<file path="config.mk">
export PLATFORM = sky130hd
export DESIGN_NAME = scan_ctrl
export DESIGN_NICKNAME = d
export VERILOG_FILES = /design/src/rtl/scan_ctrl.sv
export SDC_FILE = /design/constraint.sdc
export NUM_CORES = 1
export LEC_CHECK = 0
export ABC_AREA = 1
export CORE_MARGIN = 2
export CORE_UTILIZATION = 45
export CTS_BUF_LIST = sky130_fd_sc_hd__clkbuf_8
export DETAILED_ROUTE_END_ITERATION = 8
export PLACE_DENSITY = 0.74
export SYNTH_ARGS = -nofsm -noshare
export SYNTH_HDL_FRONTEND = slang
export SYNTH_SLANG_ARGS = --single-unit
</file>
<file path="constraint.sdc">
create_clock -name clock -period 1.8 [get_ports clock]
set_input_delay 0.36 -clock clock [delete_from_list [all_inputs] [get_ports clock]]
set_output_delay 0.36 -clock clock [all_outputs]
set_load 0.01 [all_outputs]
</file>
<file path="src/rtl/scan_ctrl.sv">
// Four-digit multiplexed 7-segment scan controller with guard interval and per-digit blanking.
// Optional build macro SCAN_LEADING_ZERO_BLANK_EN auto-blanks leading zero digits 3..1.
module scan_ctrl #(
    parameter int PRESCALE_BITS = 17,
    parameter int GUARD_CYCLES  = 4
) (
    input  logic        clock,
    input  logic        reset,
    input  logic        enable,
    input  logic [15:0] digits,
    input  logic [3:0]  dp_in,
    input  logic [3:0]  blank,
    output logic [3:0]  anode,
    output logic [6:0]  seg,
    output logic        dp,
    output logic [1:0]  digit_sel,
    output logic        scan_tick
);

    localparam int GW = $clog2(GUARD_CYCLES + 1);

    typedef enum logic [1:0] {
        IDLE,
        GUARD,
        DRIVE
    } state_t;

    state_t                   state;
    logic [PRESCALE_BITS-1:0] prescaler;
    logic [GW-1:0]            guard_cnt;
    logic                     tick_now;
    logic [3:0]               auto_blank;
    logic [3:0]               nibble;
    logic                     slot_dark;

    // Segment pattern {g,f,e,d,c,b,a}, active-low.
    function automatic logic [6:0] hex7(input logic [3:0] v);
        case (v)
            4'h0: hex7 = 7'h40;
            4'h1: hex7 = 7'h79;
            4'h2: hex7 = 7'h24;
            4'h3: hex7 = 7'h30;
            4'h4: hex7 = 7'h19;
            4'h5: hex7 = 7'h12;
            4'h6: hex7 = 7'h02;
            4'h7: hex7 = 7'h78;
            4'h8: hex7 = 7'h00;
            4'h9: hex7 = 7'h10;
            4'hA: hex7 = 7'h08;
            4'hB: hex7 = 7'h03;
            4'hC: hex7 = 7'h46;
            4'hD: hex7 = 7'h21;
            4'hE: hex7 = 7'h06;
            default: hex7 = 7'h0E;
        endcase
    endfunction

    always_comb begin
        auto_blank = 4'b0000;
`ifdef SCAN_LEADING_ZERO_BLANK_EN
        // A digit is a leading zero only if every digit above it is one too.
        auto_blank[3] = (digits[15:12] == 4'h0) && !dp_in[3];
        auto_blank[2] = auto_blank[3] && (digits[11:8] == 4'h0) && !dp_in[2];
        auto_blank[1] = auto_blank[2] && (digits[7:4] == 4'h0) && !dp_in[1];
`endif
    end

    always_comb begin
        tick_now  = enable && (prescaler == '1);
        nibble    = digits[{digit_sel, 2'b00} +: 4];
        slot_dark = blank[digit_sel] || auto_blank[digit_sel];
    end

    // NOTE: async reset clears every register here, outputs included, so the
    // display goes dark the instant reset falls rather than at the next edge.
    always_ff @(posedge clock or negedge reset) begin
        if (!reset) begin
            prescaler <= '0;
            scan_tick <= 1'b0;
            state     <= IDLE;
            digit_sel <= 2'd0;
            guard_cnt <= '0;
            anode     <= 4'b1111;
            seg       <= 7'h7F;
            dp        <= 1'b1;
        end else begin
            // NOTE: non-blocking assignments make every register update from
            // pre-edge values, so statement order below does not matter.
            prescaler <= enable ? prescaler + PRESCALE_BITS'(1) : '0;
            scan_tick <= tick_now;

            if (enable && state == DRIVE && !slot_dark) begin
                anode <= ~(4'b0001 << digit_sel);
                seg   <= hex7(nibble);
                dp    <= ~dp_in[digit_sel];
            end else begin
                anode <= 4'b1111;
                seg   <= 7'h7F;
                dp    <= 1'b1;
            end

            if (!enable) begin
                state     <= IDLE;
                digit_sel <= 2'd0;
                guard_cnt <= '0;
            end else begin
                case (state)
                    IDLE: begin
                        state     <= GUARD;
                        digit_sel <= 2'd0;
                        guard_cnt <= '0;
                    end
                    GUARD: begin
                        // A digit advance takes priority over finishing the guard.
                        if (tick_now) begin
                            digit_sel <= digit_sel + 2'd1;
                            guard_cnt <= '0;
                        end else if (guard_cnt == GW'(GUARD_CYCLES - 1)) begin
                            state <= DRIVE;
                        end else begin
                            guard_cnt <= guard_cnt + GW'(1);
                        end
                    end
                    DRIVE: begin
                        if (tick_now) begin
                            state     <= GUARD;
                            digit_sel <= digit_sel + 2'd1;
                            guard_cnt <= '0;
                        end
                    end
                    default: begin
                        state     <= IDLE;
                        digit_sel <= 2'd0;
                        guard_cnt <= '0;
                    end
                endcase
            end
        end
    end

endmodule

</file>
======== After elaboration in Yosys (flattened, before gate mapping) ========
Memories as Yosys holds them, arrays and structs flattened.
Index checks and enable logic that the tools add are counted.
W data, S select, Z words.
word-level totals
  output and inout port bits .............. 15
  register bits after elaboration ......... 37
  bits in read-only memories .............. 112
  memories ................................ 1
memories
  name             depth  width  read ports  clocked after memory_dff  wr ports  RTL line  source
  (no name shown)  16     7      1           0                         0         38        case (v)
operators by class
  equal/unequal tests ..................... 9
  mux-type cells .......................... 23
  bitwise gates (word level) .............. 2
  add/sub/neg operators ................... 3
  magnitude comparators ................... 1
  reductions and logical operators ........ 9
  shift-type cells ........................ 2
operators with widths
  kind                     number
  $add A17 B1 Y17 const B  1
  $eq A17 B17 Y1 const B   1
  $mux W17                 1
  $shiftx A16 B5 Y4        1
  $mux W2                  7
  $mux W3                  4
  $ne A3 B3 Y1 const B     3
  $mux W7                  1
  $bmux W1 S2              3
  $pmux W2 S3              1
  $pmux W3 S2              1
  $mux W1                  4
  $mux W4                  1
  $ne A4 B4 Y1 const B     1
  $not A4 Y4               1
  $shl A1 B2 Y4 const A    1
  $add A3 B1 Y3 const B    1
  $eq A3 B2 Y1 const B     1
  $logic_and A1 B1 Y1      3
  $lt A2 B3 Y1 const B     1
  $ne A3 B2 Y1 const B     1
  $reduce_and A3 Y1        1
  $add A2 B1 Y2 const B    1
  $eq A2 B1 Y1 const B     1
  7 further kinds          7

======== Longest topological paths before layout ========
  word-level depth ........................ 6
  gate-level depth with buffers ........... 14

======== Worst setup path after synthesis ========
No wires, ideal clock.
  path kind ............................... reg2reg
  start point ............................. register prescaler[0]
  end point ............................... register state[0]
  library setup time ...................... 0.083 ns
  stages on the path, launching flop included .. 15
  path buffers ............................ 0
  required time ........................... 1.717 ns
  period minus slack after synthesis ...... 1.794 ns
  slack ................................... 0.006 ns
  data arrival time ....................... 1.711 ns
  cells stage by stage .................... dfrtp_1 > ha_1 > nand2_2 > nor2_4 > nand2_1 > nor2_2 > nand3_1 > nor2_1 > ha_1 > inv_1 > nand2_1 > nand2_1 > inv_1 > o211ai_1 > o21ai_0
between the ends
  longest elaborated chain between the ends .. 4
RTL lines
  item                             RTL line  source
  start, declared                  29        logic [PRESCALE_BITS-1:0] prescaler;
  start signal, assigned           89        prescaler <= enable ? prescaler + PRESCALE_BITS'(1) : '0;
  $eq A17 B17 Y1 (*)               69        tick_now = enable && (prescaler == '1);
  $logic_and A1 B1 Y1 (*)          69
  $ne A3 B3 Y1 (no line)           -
  $reduce_and A3 Y1 (no line) (*)  -
  end signal, assigned             80        state <= IDLE;
  end signal, assigned             103       state <= IDLE;
  end signal, assigned             109       state <= GUARD;
  end, declared                    28        state_t state;
Every way passes the cells marked *; elsewhere a longest branch is shown, timed or not.
A chain may end at the register's enable or synchronous reset.

======== Worst setup path in the final report ========
Same ends and word-level chain as after synthesis.

==> results.sh <==
export IMPL_core_um2=4690
export IMPL_netlist_area_um2=2160
export IMPL_grt_ovfl_total=0
export IMPL_yosys_warnings=0
export IMPL_stdcell_area_um2=2920
export IMPL_synth_seq_cells=37
export IMPL_initial_utilization=0.461
export IMPL_insertion_delay_ns=0.28
export IMPL_cts_root_buf="clkbuf_8"
export IMPL_dp_cells=381
export IMPL_wire_per_inst_um=12.0
export IMPL_cts_buffers=5
export IMPL_ios=42
export IMPL_gr_usage_met1=0.231
export IMPL_grt_pass1_wl_um=8150
export IMPL_power_density_nw_per_um2=552
export IMPL_routed_via_density=5.04
export IMPL_worstSetupEndpointType="flop"
export IMPL_route_detailed_drc=0
export IMPL_die_x_um=73.3
export IMPL_grt_pass1_vias=1940
export IMPL_skew_ns=0.00568
export IMPL_grt_use_met3=0.0480
export IMPL_port_buffer_count=41
export IMPL_peakVddDrop_v=0.000253
export IMPL_worstPathMaxFanout=4
export IMPL_crit_start="prescaler[0]$_DFF_PN0_"
export IMPL_hpwlAfterDp_um=3630
export IMPL_clock_fmax_mhz=561
export IMPL_dpl_worst_slack_ns=-0.0660
export IMPL_synthTopCellsByArea="dfrtp_1 29%, dfstp_2 15%, nand2_1 13%, ha_1 10%, nand3_1 6.5%"
export IMPL_critPathKind="reg2reg"
export IMPL_power_mw=1.61
export IMPL_switching_power_mw=0.395
export IMPL_power_frac_comb=0.135
export IMPL_power_internal_mw=1.22
export IMPL_synth_top_area_frac=0.289
export IMPL_clock_sinks=37
export IMPL_clkPwrFrac=0.334
export IMPL_first_pass_iters=4
export IMPL_met2_usage=0.341
export IMPL_placed_area_um2=2760
export IMPL_cp_arrival_ns=2.00
export IMPL_start_kind="flop"
export IMPL_period_minus_slack_ns=1.78
export IMPL_layout_setup_ws_ns=0.0175
export IMPL_antenna_found_initial=0
export IMPL_clkTransAtPathRegs_ns=0.07
export IMPL_outcome="complete, no violations"
export IMPL_hold_viol=0
export IMPL_r2r_cells=14
export IMPL_worstMarginPinSlew_ns=0.426
export IMPL_maxCapViolCount=0
export IMPL_dieArea_um2=5380
export IMPL_synth_most_common_cell="nand2_1"
export IMPL_fin_util=0.622
export IMPL_die_h_um=73.3
export IMPL_cts_tree="built"
export IMPL_diodes=0
export IMPL_slew_violations=0
export IMPL_setup_viol=0
export IMPL_worstPathRequired_ns=2.02
export IMPL_yosys_top_cells_count="77 x nand2_1, 28 x nand3_1, 27 x nor2_1"
export IMPL_num_rows=25
export IMPL_p_leak_nw=1.35
export IMPL_period_share=0.990
export IMPL_whs_ns=0.00336
export IMPL_cts_max_level=2
export IMPL_pwr_share_seq=0.531
export IMPL_nets=384
export IMPL_instances_no_fill=394
export IMPL_synth_nets=314
export IMPL_hold_class="in2async"
export IMPL_drive_above_1_share=0.232
export IMPL_gp_congestion=0.944
export IMPL_avgSynthCellArea_um2=8.04
export IMPL_drt_wl_total_um=4710
export IMPL_grt_busiest_layer="met2"
export IMPL_switching_share=0.245
export IMPL_synth_distinct_cells=28
export IMPL_r2r_start="prescaler[0]$_DFF_PN0_"
export IMPL_num_vias=1984
export IMPL_synth_top_area_cell="dfrtp_1"
export IMPL_syn_inst=269
export IMPL_rsz0062_at_grt="yes"
export IMPL_area_growth_pct=35.0
export IMPL_drt_iter0_markers=87
export IMPL_clock_path_buffers=2
export IMPL_grt_use_total=0.195
export IMPL_final_setup_tns_ns=0
export IMPL_synth_flop_cell="dfrtp_1"
export IMPL_grt_max_degree=19
export IMPL_max_slew_margin=0.716
export IMPL_synth_edf_count=0
export IMPL_seq_area_frac_synth=0.435
export IMPL_ant_nets=0
export IMPL_synthArstFlopShare=1.00
critical path, cell delays in order (launching register included):
cell and delay (ns):
dfrtp_1 0.36, ha_2 0.19, nand2_2 0.08, nor2_4 0.12, nand2_2 0.08, nor2_4 0.10, nand3_2 0.08, nor2_2 0.09
ha_2 0.20, inv_2 0.06, nand2_2 0.08, nand2_2 0.05, inv_2 0.06, o211ai_1 0.08, o21ai_1 0.08
cell usage in the layout, fill, tap and decap left out, types with 2 or more instances in the layout:
| cell | count |
|---|---|
| nand2_2 | 9 |
| nor3_1 | 2 |
| inv_2 | 5 |
| nor2_1 | 26 |
| nand2_1 | 72 |
| o21ai_1 | 7 |
| dfrtp_1 | 24 |
| clkdlybuf4s50_1 | 40 |
| inv_1 | 22 |
| nand4_1 | 3 |
| ha_2 | 2 |
| nor2_4 | 2 |
| dfstp_2 | 12 |
| nand2_4 | 3 |
| nor2_2 | 3 |
| ha_1 | 16 |
| buf_4 | 25 |
| inv_4 | 2 |
| o21ai_0 | 6 |
| nand3_2 | 5 |
| clkinv_2 | 2 |
| clkbuf_8 | 5 |
| o22ai_1 | 2 |
| a21oi_1 | 9 |
| nand3_1 | 26 |
power by group through the flow:
stage                     Sequential [mW]  Clock, mW  Combinational, mW
final                               0.855      0.538              0.217
after global routing                0.855      0.599              0.244
after CTS                           0.855      0.557              0.215
after detailed placement            0.870          0              0.209
after global placement              0.869          0              0.206
after floorplan                     0.869          0             0.0967
cells by family after synthesis:
group,after synthesis,share of synthesized area
and+or+nand+nor,152,0.317
AOI/OAI and AO/OA,29,0.0741
DFF,37,0.435
buffers and inverters,32,0.0654
adders and majority gates,18,0.104
xor gates and xnor gates,1,0.00405
sequential cells by signal, summed over array words and instances, names as in the netlist:
name,cells
state,2
seg,7
prescaler,17
guard_cnt,3
scan_tick,1
dp,1
digit_sel,2
anode,4
metal layers:
metal  up-vias  wire (um)
li1       1004          -
met2        60       2360
met4         0         47
met1       916       2080
met3         4        227
met5         -          0
area by class of cell:
type | count | area [um^2]
inverter | 29 | 119
clock inverter | 3 | 13.8
timing repair buffer | 66 | 593
clock buffer | 5 | 68.8
tap | 54 | 67.6
multi-input combinational | 200 | 1110
fill | 404 | 1770
sequential | 37 | 942
timing repair:
item                       in CTS  in global routing
gates resized for setup        11                 14
setup endpoints to repair       7                 13
pin swaps                       7                  8
gates cloned                    0                  0
hold buffers                    0                  0
setup buffers                   2                  3
final timing paths:
kind,end,slack [ns]
setup / recovery,state[0]$_DFFE_PN0P_,0.02
hold / removal,prescaler[2]$_DFF_PN0_,0.003
setup reg to reg,state[0]$_DFFE_PN0P_,0.02
hold reg to reg,prescaler[4]$_DFF_PN0_,0.50
max in group asynchronous,seg[6]$_DFF_PN1_,1.21
min in group clock,prescaler[4]$_DFF_PN0_,0.50
Power figures use the tool's default switching activity.
